File: config.mk
export PLATFORM = sky130hd
export DESIGN_NAME = dcache_port_arb_flat
export DESIGN_NICKNAME = d
export VERILOG_FILES = /design/src/rtl/dcache_port_arb_if.sv /design/src/rtl/dcache_port_arb.sv /design/src/flat_wrapper.sv
export SDC_FILE = /design/constraint.sdc
export NUM_CORES = 2
export LEC_CHECK = 0
export BUFFER_PORTS_ARGS = -buffer_cell sky130_fd_sc_hd__buf_2
export CAP_MARGIN = 20
export CORE_AREA = 5 5 278 335
export CTS_CLUSTER_DIAMETER = 40
export DETAILED_ROUTE_END_ITERATION = 6
export DIE_AREA = 0 0 283 340
export PLACE_DENSITY = 0.71
export SYNTH_ARGS = -nofsm -noshare
export SYNTH_HDL_FRONTEND = slang
export SYNTH_SLANG_ARGS = --single-unit
File: constraint.sdc
create_clock -name clock -period 28.7 [get_ports clock]
set_input_delay 7.175 -clock clock [delete_from_list [all_inputs] [get_ports clock]]
set_output_delay 7.175 -clock clock [all_outputs]
set_load 0.01 [all_outputs]
File: src/rtl/dcache_port_arb_if.sv
// Bundle of every signal between the Dcache port arbiter and its neighbours:
// the LSQ load request, the ROB store-retire slots, and the Dcache command bus.
// The arbiter uses the slave modport. A driver or model on the other side uses master.
interface dcache_port_arb_if #(
  parameter int BIT_CSB = 2
);
  // LSQ load request
  logic             lsq_rd_mem;
  logic [63:0]      lsq_addr;
  logic [6:0]       lsq_pr_idx;
  logic [4:0]       lsq_ar_idx;
  // ROB retiring stores (slot 0 is older)
  logic             rob_retire_st0;
  logic             rob_retire_st1;
  logic [63:0]      st_addr0;
  logic [63:0]      st_value0;
  logic [63:0]      st_addr1;
  logic [63:0]      st_value1;
  // Dcache back-pressure
  logic             Dcache_busy;
  // Arbiter outputs
  logic             lsq_Dcache_avail;
  logic [BIT_CSB:0] csb_space;
  logic             Dcache_rd_mem;
  logic             Dcache_wr_mem;
  logic [63:0]      Dcache_addr;
  logic [63:0]      Dcache_st_value;
  logic [6:0]       Dcache_pr_idx;
  logic [4:0]       Dcache_ar_idx;
  logic             fwd_valid;
  logic [6:0]       fwd_pr_idx;
  logic [4:0]       fwd_ar_idx;
  logic [63:0]      fwd_value;

  modport slave (
    input  lsq_rd_mem, lsq_addr, lsq_pr_idx, lsq_ar_idx,
    input  rob_retire_st0, rob_retire_st1, st_addr0, st_value0, st_addr1, st_value1,
    input  Dcache_busy,
    output lsq_Dcache_avail, csb_space,
    output Dcache_rd_mem, Dcache_wr_mem, Dcache_addr, Dcache_st_value,
    output Dcache_pr_idx, Dcache_ar_idx,
    output fwd_valid, fwd_pr_idx, fwd_ar_idx, fwd_value
  );

  modport master (
    output lsq_rd_mem, lsq_addr, lsq_pr_idx, lsq_ar_idx,
    output rob_retire_st0, rob_retire_st1, st_addr0, st_value0, st_addr1, st_value1,
    output Dcache_busy,
    input  lsq_Dcache_avail, csb_space,
    input  Dcache_rd_mem, Dcache_wr_mem, Dcache_addr, Dcache_st_value,
    input  Dcache_pr_idx, Dcache_ar_idx,
    input  fwd_valid, fwd_pr_idx, fwd_ar_idx, fwd_value
  );
endinterface

File: src/rtl/dcache_port_arb.sv
// Dcache port arbiter. One Dcache port is shared between LSQ load misses and
// retired stores. Retired stores wait in a committed-store buffer (CSB) and
// drain in order. Loads win the port by default. A starvation counter or a
// full CSB forces a DRAIN phase. A load that hits a CSB entry is answered by
// forwarding from that entry and does not use the Dcache port.

// Protocol checker: the ROB must never retire more stores than csb_space
// allows, and the arbiter must never issue a load and a store together.
module dcache_port_arb_chk #(
  parameter int BIT_CSB = 2
) (
  input logic             clock,
  input logic             reset,
  input logic             st0_i,
  input logic             st1_i,
  input logic [BIT_CSB:0] space_i,
  input logic             rd_i,
  input logic             wr_i
);
  logic [BIT_CSB+1:0] push_n_s;
  assign push_n_s = (BIT_CSB+2)'(st0_i) + (BIT_CSB+2)'(st1_i);

  a_push_fits: assert property (@(posedge clock) disable iff (reset)
    push_n_s <= (BIT_CSB+2)'(space_i));
  a_one_cmd: assert property (@(posedge clock) disable iff (reset)
    !(rd_i && wr_i));
endmodule

module dcache_port_arb #(
  parameter int LEN_CSB    = 4,
  parameter int BIT_CSB    = 2,
  parameter int STARVE_MAX = 8,
  parameter int LOW_MARK   = 1
) (
  input logic         clock,
  input logic         reset,
  dcache_port_arb_if.slave bus
);
  localparam int               STW         = $clog2(STARVE_MAX + 1);
  localparam logic [BIT_CSB:0] LEN_C       = (BIT_CSB+1)'(LEN_CSB);
  localparam logic [BIT_CSB:0] LOW_C       = (BIT_CSB+1)'(LOW_MARK);
  localparam logic [STW-1:0]   STARVE_C    = STW'(STARVE_MAX);
  localparam logic [0:0]       MODE_NORMAL = 1'b0;
  localparam logic [0:0]       MODE_DRAIN  = 1'b1;

  // CSB storage and bookkeeping
  logic [63:0]        csb_addr_q [LEN_CSB];
  logic [63:0]        csb_val_q  [LEN_CSB];
  logic [BIT_CSB-1:0] head_q, head_d;
  logic [BIT_CSB-1:0] tail_q, tail_d;
  logic [BIT_CSB:0]   count_q, count_d;
  logic [STW-1:0]     starve_q, starve_d;
  logic [0:0]         mode_q, mode_d;

  // Registered command and forward outputs
  logic        rd_q, rd_d;
  logic        wr_q, wr_d;
  logic [63:0] addr_q, addr_d;
  logic [63:0] stv_q, stv_d;
  logic [6:0]  pr_q, pr_d;
  logic [4:0]  ar_q, ar_d;
  logic        fv_q, fv_d;
  logic [6:0]  fpr_q, fpr_d;
  logic [4:0]  far_q, far_d;
  logic [63:0] fval_q, fval_d;

  // Per-cycle decision signals
  logic               avail_s;
  logic               ld_req_s;
  logic               hit_s;
  logic [BIT_CSB-1:0] hit_idx_s;
  logic               fwd_s;
  logic               ld_issue_s;
  logic               pop_s;
  logic [BIT_CSB:0]   push_cnt_s;
  logic [BIT_CSB-1:0] tail1_s;

  // Loads are accepted only in NORMAL mode and only while the Dcache is free.
  // A request that arrives while the port is unavailable is ignored.
  assign avail_s    = ~bus.Dcache_busy & (mode_q == MODE_NORMAL);
  assign ld_req_s   = bus.lsq_rd_mem & avail_s;
  assign push_cnt_s = (BIT_CSB+1)'(bus.rob_retire_st0) + (BIT_CSB+1)'(bus.rob_retire_st1);
  assign tail1_s    = tail_q + BIT_CSB'(bus.rob_retire_st0);

  // Search the live CSB entries from oldest to youngest. The last match wins,
  // so the forwarded data is the youngest store to that address.
  always_comb begin
    logic match_v;
    hit_s     = 1'b0;
    hit_idx_s = '0;
    for (int k = 0; k < LEN_CSB; k++) begin
      match_v   = ((BIT_CSB+1)'(k) < count_q) &&
                  (csb_addr_q[head_q + BIT_CSB'(k)] == bus.lsq_addr);
      hit_idx_s = match_v ? (head_q + BIT_CSB'(k)) : hit_idx_s;
      hit_s     = hit_s | match_v;
    end
  end

  // A forwarded load leaves the Dcache port free, so a store can pop that cycle.
  assign fwd_s      = ld_req_s & hit_s;
  assign ld_issue_s = ld_req_s & ~hit_s;
  assign pop_s      = ~ld_issue_s & ~bus.Dcache_busy & (count_q != '0);

  // Pointer and occupancy update. Push and pop can happen in the same cycle.
  always_comb begin
    head_d  = head_q + BIT_CSB'(pop_s);
    tail_d  = tail_q + push_cnt_s[BIT_CSB-1:0];
    count_d = count_q + push_cnt_s - (BIT_CSB+1)'(pop_s);
  end

  // Count consecutive load wins that leave stores waiting. Any drain or an empty CSB resets the count.
  always_comb begin
    if (pop_s || (count_q == '0)) begin
      starve_d = '0;
    end else if (ld_issue_s && (starve_q != STARVE_C)) begin
      starve_d = starve_q + STW'(1);
    end else begin
      starve_d = starve_q;
    end
  end

  // Enter DRAIN on a full CSB or a starved CSB. Leave DRAIN once occupancy falls to the low mark.
  always_comb begin
    case (mode_q)
      MODE_NORMAL: begin
        if ((count_d == LEN_C) || (starve_d == STARVE_C)) begin
          mode_d = MODE_DRAIN;
        end else begin
          mode_d = MODE_NORMAL;
        end
      end
      MODE_DRAIN: begin
        if (count_d <= LOW_C) begin
          mode_d = MODE_NORMAL;
        end else begin
          mode_d = MODE_DRAIN;
        end
      end
      default: mode_d = MODE_NORMAL;
    endcase
  end

  // Build next-cycle command: a load wins the port, else the CSB head drains, else idle with zeroed fields.
  always_comb begin
    rd_d   = 1'b0;
    wr_d   = 1'b0;
    addr_d = 64'd0;
    stv_d  = 64'd0;
    pr_d   = 7'd0;
    ar_d   = 5'd0;
    if (ld_issue_s) begin
      rd_d   = 1'b1;
      addr_d = bus.lsq_addr;
      pr_d   = bus.lsq_pr_idx;
      ar_d   = bus.lsq_ar_idx;
    end else if (pop_s) begin
      wr_d   = 1'b1;
      addr_d = csb_addr_q[head_q];
      stv_d  = csb_val_q[head_q];
    end else begin
      rd_d   = 1'b0;
      wr_d   = 1'b0;
    end
  end

  // Build next-cycle forward completion: carries the load tags and the matched store data.
  always_comb begin
    fv_d   = 1'b0;
    fpr_d  = 7'd0;
    far_d  = 5'd0;
    fval_d = 64'd0;
    if (fwd_s) begin
      fv_d   = 1'b1;
      fpr_d  = bus.lsq_pr_idx;
      far_d  = bus.lsq_ar_idx;
      fval_d = csb_val_q[hit_idx_s];
    end else begin
      fv_d   = 1'b0;
    end
  end

  // Write retiring stores into the CSB at tail. Slot 0 is written first, so it is the older entry.
  always_ff @(posedge clock or posedge reset) begin
    if (reset) begin
      for (int i = 0; i < LEN_CSB; i++) begin
        csb_addr_q[i] <= 64'd0;
        csb_val_q[i]  <= 64'd0;
      end
    end else begin
      if (bus.rob_retire_st0) begin
        csb_addr_q[tail_q] <= bus.st_addr0;
        csb_val_q[tail_q]  <= bus.st_value0;
      end
      if (bus.rob_retire_st1) begin
        csb_addr_q[tail1_s] <= bus.st_addr1;
        csb_val_q[tail1_s]  <= bus.st_value1;
      end
    end
  end

  // Control state and registered outputs. Reset empties the CSB and cancels any command in flight.
  always_ff @(posedge clock or posedge reset) begin
    if (reset) begin
      head_q   <= '0;
      tail_q   <= '0;
      count_q  <= '0;
      starve_q <= '0;
      mode_q   <= MODE_NORMAL;
      rd_q     <= 1'b0;
      wr_q     <= 1'b0;
      addr_q   <= 64'd0;
      stv_q    <= 64'd0;
      pr_q     <= 7'd0;
      ar_q     <= 5'd0;
      fv_q     <= 1'b0;
      fpr_q    <= 7'd0;
      far_q    <= 5'd0;
      fval_q   <= 64'd0;
    end else begin
      head_q   <= head_d;
      tail_q   <= tail_d;
      count_q  <= count_d;
      starve_q <= starve_d;
      mode_q   <= mode_d;
      rd_q     <= rd_d;
      wr_q     <= wr_d;
      addr_q   <= addr_d;
      stv_q    <= stv_d;
      pr_q     <= pr_d;
      ar_q     <= ar_d;
      fv_q     <= fv_d;
      fpr_q    <= fpr_d;
      far_q    <= far_d;
      fval_q   <= fval_d;
    end
  end

  assign bus.lsq_Dcache_avail = avail_s;
  assign bus.csb_space        = LEN_C - count_q;
  assign bus.Dcache_rd_mem    = rd_q;
  assign bus.Dcache_wr_mem    = wr_q;
  assign bus.Dcache_addr      = addr_q;
  assign bus.Dcache_st_value  = stv_q;
  assign bus.Dcache_pr_idx    = pr_q;
  assign bus.Dcache_ar_idx    = ar_q;
  assign bus.fwd_valid        = fv_q;
  assign bus.fwd_pr_idx       = fpr_q;
  assign bus.fwd_ar_idx       = far_q;
  assign bus.fwd_value        = fval_q;

  dcache_port_arb_chk #(.BIT_CSB(BIT_CSB)) u_chk (
    .clock   (clock),
    .reset   (reset),
    .st0_i   (bus.rob_retire_st0),
    .st1_i   (bus.rob_retire_st1),
    .space_i (bus.csb_space),
    .rd_i    (rd_q),
    .wr_i    (wr_q)
  );
endmodule

File: src/flat_wrapper.sv
// flat-port wrapper written by rule: the top's interface ports become plain ports
module dcache_port_arb_flat 
#(
  parameter int LEN_CSB    = 4,
  parameter int BIT_CSB    = 2,
  parameter int STARVE_MAX = 8,
  parameter int LOW_MARK   = 1
)
  (clock, reset, bus_lsq_rd_mem, bus_lsq_addr, bus_lsq_pr_idx, bus_lsq_ar_idx, bus_rob_retire_st0, bus_rob_retire_st1, bus_st_addr0, bus_st_value0, bus_st_addr1, bus_st_value1, bus_Dcache_busy, bus_lsq_Dcache_avail, bus_csb_space, bus_Dcache_rd_mem, bus_Dcache_wr_mem, bus_Dcache_addr, bus_Dcache_st_value, bus_Dcache_pr_idx, bus_Dcache_ar_idx, bus_fwd_valid, bus_fwd_pr_idx, bus_fwd_ar_idx, bus_fwd_value);
  dcache_port_arb_if #(.BIT_CSB(BIT_CSB)) bus_i ();
  input logic clock;
  input logic reset;
  input wire logic [$bits(bus_i.lsq_rd_mem)-1:0] bus_lsq_rd_mem;
  input wire logic [$bits(bus_i.lsq_addr)-1:0] bus_lsq_addr;
  input wire logic [$bits(bus_i.lsq_pr_idx)-1:0] bus_lsq_pr_idx;
  input wire logic [$bits(bus_i.lsq_ar_idx)-1:0] bus_lsq_ar_idx;
  input wire logic [$bits(bus_i.rob_retire_st0)-1:0] bus_rob_retire_st0;
  input wire logic [$bits(bus_i.rob_retire_st1)-1:0] bus_rob_retire_st1;
  input wire logic [$bits(bus_i.st_addr0)-1:0] bus_st_addr0;
  input wire logic [$bits(bus_i.st_value0)-1:0] bus_st_value0;
  input wire logic [$bits(bus_i.st_addr1)-1:0] bus_st_addr1;
  input wire logic [$bits(bus_i.st_value1)-1:0] bus_st_value1;
  input wire logic [$bits(bus_i.Dcache_busy)-1:0] bus_Dcache_busy;
  output wire logic [$bits(bus_i.lsq_Dcache_avail)-1:0] bus_lsq_Dcache_avail;
  output wire logic [$bits(bus_i.csb_space)-1:0] bus_csb_space;
  output wire logic [$bits(bus_i.Dcache_rd_mem)-1:0] bus_Dcache_rd_mem;
  output wire logic [$bits(bus_i.Dcache_wr_mem)-1:0] bus_Dcache_wr_mem;
  output wire logic [$bits(bus_i.Dcache_addr)-1:0] bus_Dcache_addr;
  output wire logic [$bits(bus_i.Dcache_st_value)-1:0] bus_Dcache_st_value;
  output wire logic [$bits(bus_i.Dcache_pr_idx)-1:0] bus_Dcache_pr_idx;
  output wire logic [$bits(bus_i.Dcache_ar_idx)-1:0] bus_Dcache_ar_idx;
  output wire logic [$bits(bus_i.fwd_valid)-1:0] bus_fwd_valid;
  output wire logic [$bits(bus_i.fwd_pr_idx)-1:0] bus_fwd_pr_idx;
  output wire logic [$bits(bus_i.fwd_ar_idx)-1:0] bus_fwd_ar_idx;
  output wire logic [$bits(bus_i.fwd_value)-1:0] bus_fwd_value;
  assign bus_i.lsq_rd_mem = bus_lsq_rd_mem;
  assign bus_i.lsq_addr = bus_lsq_addr;
  assign bus_i.lsq_pr_idx = bus_lsq_pr_idx;
  assign bus_i.lsq_ar_idx = bus_lsq_ar_idx;
  assign bus_i.rob_retire_st0 = bus_rob_retire_st0;
  assign bus_i.rob_retire_st1 = bus_rob_retire_st1;
  assign bus_i.st_addr0 = bus_st_addr0;
  assign bus_i.st_value0 = bus_st_value0;
  assign bus_i.st_addr1 = bus_st_addr1;
  assign bus_i.st_value1 = bus_st_value1;
  assign bus_i.Dcache_busy = bus_Dcache_busy;
  assign bus_lsq_Dcache_avail = bus_i.lsq_Dcache_avail;
  assign bus_csb_space = bus_i.csb_space;
  assign bus_Dcache_rd_mem = bus_i.Dcache_rd_mem;
  assign bus_Dcache_wr_mem = bus_i.Dcache_wr_mem;
  assign bus_Dcache_addr = bus_i.Dcache_addr;
  assign bus_Dcache_st_value = bus_i.Dcache_st_value;
  assign bus_Dcache_pr_idx = bus_i.Dcache_pr_idx;
  assign bus_Dcache_ar_idx = bus_i.Dcache_ar_idx;
  assign bus_fwd_valid = bus_i.fwd_valid;
  assign bus_fwd_pr_idx = bus_i.fwd_pr_idx;
  assign bus_fwd_ar_idx = bus_i.fwd_ar_idx;
  assign bus_fwd_value = bus_i.fwd_value;
  dcache_port_arb #(.LEN_CSB(LEN_CSB), .BIT_CSB(BIT_CSB), .STARVE_MAX(STARVE_MAX), .LOW_MARK(LOW_MARK)) u_core (.clock(clock), .reset(reset), .bus(bus_i));
endmodule
* After elaboration in Yosys (flattened, before gate mapping)
Index checks and enable logic that the tools add are counted.
** Cells by class
- Add/sub/neg operators :: 11
- Multipliers :: 0
- Divide/modulo/power cells :: 0
- $lt $le $gt $ge :: 14
- Equal/unequal tests :: 7
- Shift operators :: 0
- Multiplexer cells :: 52
- Bitwise logic cells :: 20
- Reductions and logical operators :: 11
** Operators with widths (number)
- 64-bit 2-to-1 mux :: 19
- 256-bit bitwise mux :: 4
- 256-bit 2-to-1 mux :: 4
- 64-bit binary-select mux with 2-bit select :: 6
- 64-bit demux with 2-bit select :: 2
- 64-bit equality test :: 4
- 3-bit >= comparator (second input constant) :: 7
- 2-bit NOT with 3-bit output :: 7
- 7-bit 2-to-1 mux :: 2
- 5-bit 2-to-1 mux :: 2
- 2-bit 2-to-1 mux :: 4
- 4-bit 2-to-1 mux :: 2
- 1-bit logical AND :: 7
- 1-bit bitwise AND :: 6
- 1-bit by 3-bit less-than comparator with 1-bit output (first input constant) :: 2
- 2-bit by 3-bit less-than comparator with 1-bit output (first input constant) :: 2
- 3-bit by 1-bit less-than comparator with 1-bit output (second input constant) :: 2
- 1-bit 2-to-1 mux :: 6
- 2-bit by 1-bit adder with 2-bit output :: 2
- 2-bit adder (second input constant) :: 2
- 4-bit by 1-bit adder with 4-bit output (second input constant) :: 1
- 4-bit equality test (second input constant) :: 1
- 4-bit inequality test (second input constant) :: 1
- 1-bit NOT :: 4
- other kinds (13) :: 16
** Word-level totals
- Register bits :: 743
- Bits in latches :: 0
- Bits in writable memories :: 0
- Memory bits (read-only) :: 0
- Output and inout bits :: 223
- Word-level logic and storage cells :: 138
- Memories kept :: 0

* Depth between registers and ports, before layout
- Depth in word-level cells :: 21
- Gate-level depth with buffers :: 28
- Depth with buffers taken out :: 20

* Worst setup path before layout
No wires, ideal clock.
- Path kind :: input-to-output
- From :: in bus_Dcache_busy
- To :: out bus_lsq_Dcache_avail
- Arrival time :: 7.364 ns
- Slack :: 14.161 ns
- Stages on the path :: 1
- Cells stage by stage :: nor2_1
** On the way
- Cells in the longest elaborated chain, start to end :: 2
** Ends and longest elaborated chain
- start: declaration :: line flat_wrapper.sv:23 : input wire logic [$bits(bus_i.Dcache_busy)-1:0] bus_Dcache_busy;
- 1-bit NOT :: line dcache_port_arb.sv:80 : assign avail_s = ~bus.Dcache_busy & (mode_q == MODE_NORMAL);
- 1-bit bitwise AND :: line dcache_port_arb.sv:80
- end: declaration :: line flat_wrapper.sv:24 : output wire logic [$bits(bus_i.lsq_Dcache_avail)-1:0] bus_lsq_Dcache_avail;
No other way between the ends.

* Worst setup path in the final report
Ends and elaborated chain as after synthesis.

==> key figures <==
Critical path
  – Critical R2R Launch: u_core.head_q[0]$_DFF_PP0_
  – Reg2Reg Setup Slack: approximately 21 ns
  – Arr. time, crit path: 7.57 ns
  – Worst R2R End: u_core.mode_q$_DFF_PP0_
  – CP max FO: 5
  – CP max stage cell: buf_2
  – Required time of the critical path: 21.52 ns
  – CP cell instances: buf_2 > nor2_1 > buf_2
  – Worst setup SP type: input port
  – Largest stage delay, worst path: 0.14 ns
  – Most used cell along the critical path: buf_2
  – R2r worst-path depth: 23
  – Crit. End Element: output port
  – Critical path class: input port to output port

Final layout
  – Final Non-Filler Cells: 5,683
  – Nets@finish: roughly 4,700
  – Area occupied by multi-input gates: 23,900 um^2
  – Area Growth Syn to Fin: 15.6%
  – Seq. cell area: 18,600 um^2
  – # fillers: between 7,000 and 8,000
  – Share of post-route cells with drive strength above 1: 0.243
  – Final Util: 0.572

Synth
  – Yosys cell types: 74
  – Synth top area share: 0.419
  – Ys Warns: 0
  – Fraction of registers with async set/reset: 1.00
  – Synthesized area: 44,400 um^2
  – Cell taking the most area after synthesis: dfrtp_1
  – Seq/Total Area, Yosys: 0.419
  – Ys flop type: dfrtp_1
  – Post-Synthesis Cells: 4,015
  – Top post-synthesis cells by area: dfrtp_1 42%, mux2i_1 17%, mux4_2 13%
  – Count leader, synth: mux2i_1
  – Number of synthesized flops with an enable pin: 0
  – FF+latch count, synth: 743
  – Most frequent cells after synthesis: 774 x mux2i_1, 743 x dfrtp_1, 559 x nand2_1, 538 x o21ai_0, 247 x mux4_2
  – Synthesized area per cell: about 11 um^2
  – Syn nets: 4,365

STA
  – Achievable Freq: 67.8 MHz
  – Tmin final: ~15 ns
  – Relative slew slack: 0.230
  – Slew of the pin with the lowest slew margin: 1.16 ns
  – TNS Setup: 0 ns
  – Max-slew violation count: 0
  – Tcrit/Tclk final: 0.514
  – Hold Fails Final Rpt: 0
  – Clock Skew: 0.0378 ns
  – Setup violators final: 0
  – Hold_ws: 0.591 ns
  – RSZ-0062 raised after global routing: no

Clocking
  – Clock insertion delay at the later pin of the skew report: between 0.6 and 0.7 ns
  – Clock transition at path regs: 0.06 ns
  – Post-cts sizing count: 0
  – Post-CTS Hold Buffers: 0
  – Post-CTS Setup Bufs: 0
  – Clock buffer depth: 3
  – Total CTS buffers: 105
  – Clk root buf: clkbuf_16
  – TritonCTS clock tree: built
  – CTS sink cnt: approximately 740
  – H-tree levels: 3

Hold path
  – Worst Hold Path EP: u_core.csb_val_q[23]$_DFF_PP0_
  – Worst hold path class: flip-flop to flip-flop
  – Worst hold start: u_core.csb_val_q[23]$_DFF_PP0_
  – Hold depth: 2

Detailed routing
  – Remaining antenna violation count: 0
  – Via count: between 30,000 and 40,000
  – Vias/cell: 6.34
  – DRT Wirelength: 164,000 um
  – DR DRC count: 16
  – Starting DRC count in detailed routing: approximately 3,600
  – Drt wl/cell: slightly below 30 um
  – DR pass1 iterations: 7

Floorplanning
  – Die area: a little under 100,000 um^2
  – DIE HEIGHT: roughly 340 um
  – I/O pin total: 561
  – Core ar.: 89,800 um^2
  – Die Width: 283 um
  – # rows: 121
  – Initial cell density of the core: 0.494

GRT
  – First-pass GRT wire length: 242,000 um
  – Total GRT Usage: 0.330
  – Vias in the first global route: 35,700
  – Total gr overflow: 0
  – Largest net degree at the start of global routing: 139
  – Antenna violations before repair: 66

Pwr
  – Register share of total power: 0.292
  – Pint: around 3.8 mW
  – Power Dens Cells: about 130 nW/um^2
  – Switch share: 0.433
  – Total chip power: just under 7 mW
  – Peak supply drop: 82.7 uV
  – Pleak: around 24 nW
  – Combinational power share: 0.506
  – Sw power: 2.91 mW
  – Power share of the clock group: 0.203

Outcome
  – Failing checks: DRC
  – Status: finished with violations

Placed design
  – Dpl hpwl: between 100,000 and 150,000 um
  – RD Place Congestion: roughly 1.1
  – Placed Cells: 5,439
  – IO Port Bufs: between 500 and 600

Job
  – Max-cap violations: 0
layer usage:
metal | GRT usage | part of all wire | vias up
li1 | - | - | 15500
met1 | 0.400 | 0.37 | 18300
met2 | 0.526 | 0.47 | 1741
met3 | 0.0917 | 0.089 | 489
met4 | 0.205 | 0.072 | 42
met5 | 0 | 0.0017 | -
state kept, by name (all words and copies together) (netlist names):
| name | cells |
|---|---|
| u_core.csb_val_q | 256 |
| u_core.bus.Dcache_pr_idx | 7 |
| u_core.tail_q | 2 |
| u_core.bus.fwd_valid | 1 |
| u_core.bus.fwd_ar_idx | 5 |
| u_core.bus.Dcache_st_value | 64 |
| u_core.bus.fwd_pr_idx | 7 |
| u_core.bus.Dcache_addr | 64 |
| u_core.bus.Dcache_ar_idx | 5 |
| u_core.count_q | 3 |
| u_core.starve_q | 4 |
| u_core.bus.fwd_value | 64 |
| u_core.head_q | 2 |
| u_core.bus.Dcache_rd_mem | 1 |
| u_core.mode_q | 1 |
| u_core.bus.Dcache_wr_mem | 1 |
| u_core.csb_addr_q | 256 |
power by group through the flow:
stage          sequential [mW]  clock (mW)  combinational [mW]
3_3_place_gp              1.92           0                3.29
3_5_place_dp              1.95           0                3.34
2_1_floorplan             1.82           0                2.41
5_1_grt                   2.01        1.43                3.58
4_1_cts                   1.94        1.38                3.36
6_report                  1.96        1.36                3.40
worst max-delay path by stage:
stage	startpoint	endpoint	slack, ns	cells past startpoint
final	bus_Dcache_busy	bus_lsq_Dcache_avail	13.95	3
after global routing	bus_Dcache_busy	bus_lsq_Dcache_avail	13.90	3
after CTS	bus_Dcache_busy	bus_lsq_Dcache_avail	13.95	3
after detailed placement	bus_Dcache_busy	bus_lsq_Dcache_avail	13.95	3
after global placement	bus_Dcache_busy	bus_lsq_Dcache_avail	13.93	3
after floorplan	reset	u_core.bus.Dcache_addr[0]$_DFF_PP0_	0.68	1
critical path, delay by kind of cell:
family,cells,cell delay [ns]
buffers and inverters,2,0.27
and+or+nand+nor,1,0.12
kinds of logic (layout without fill, tap and decap cells):
family	after synthesis	after routing	synth area share
compound gates	802	802	0.106
other cells	0	44	0
mux	1042	1042	0.305
xor+xnor	217	217	0.0428
buf+inv	399	855	0.0437
fa+ha+maj	12	12	0.00355
flops	743	743	0.419
simple gates	800	800	0.0802
cell type report:
cell class,count,share of cell area
antenna,44,0.00215
clock inverter,70,0.0174
multi-input combinational,2873,0.466
inverter,41,0.00319
tap,1168,0.0285
sequential,743,0.362
clock buffer,128,0.0556
timing repair buffer,616,0.0646
per-stage QoR:
step | worst slack, ns | instance area, um^2
4_1_cts | 13.95 | 51100
6_report | 13.95 | 51300
2_1_floorplan | 0.676 | 44400
3_3_place_gp | 13.93 | 47400
5_1_grt | 13.90 | 51300
3_5_place_dp | 13.95 | 47400
cells in the final DEF, fill, tap and decap left out, types with 16 or more instances in the layout:
| cell | n |
|---|---|
| buf_2 | 560 |
| clkbuf_16 | 106 |
| o22ai_1 | 77 |
| nor2_1 | 22 |
| a22o_1 | 49 |
| xor2_1 | 25 |
| o21ai_1 | 19 |
| and2_1 | 79 |
| mux4_2 | 247 |
| o21ai_0 | 538 |
| nand2_1 | 557 |
| nand4_1 | 38 |
| dfrtp_1 | 741 |
| nor4_1 | 16 |
| buf_4 | 50 |
| inv_1 | 38 |
| diode_2 | 44 |
| xnor2_1 | 192 |
| mux2i_1 | 774 |
| nand3_1 | 18 |
Note: power is estimated with default switching activity, not from simulation.
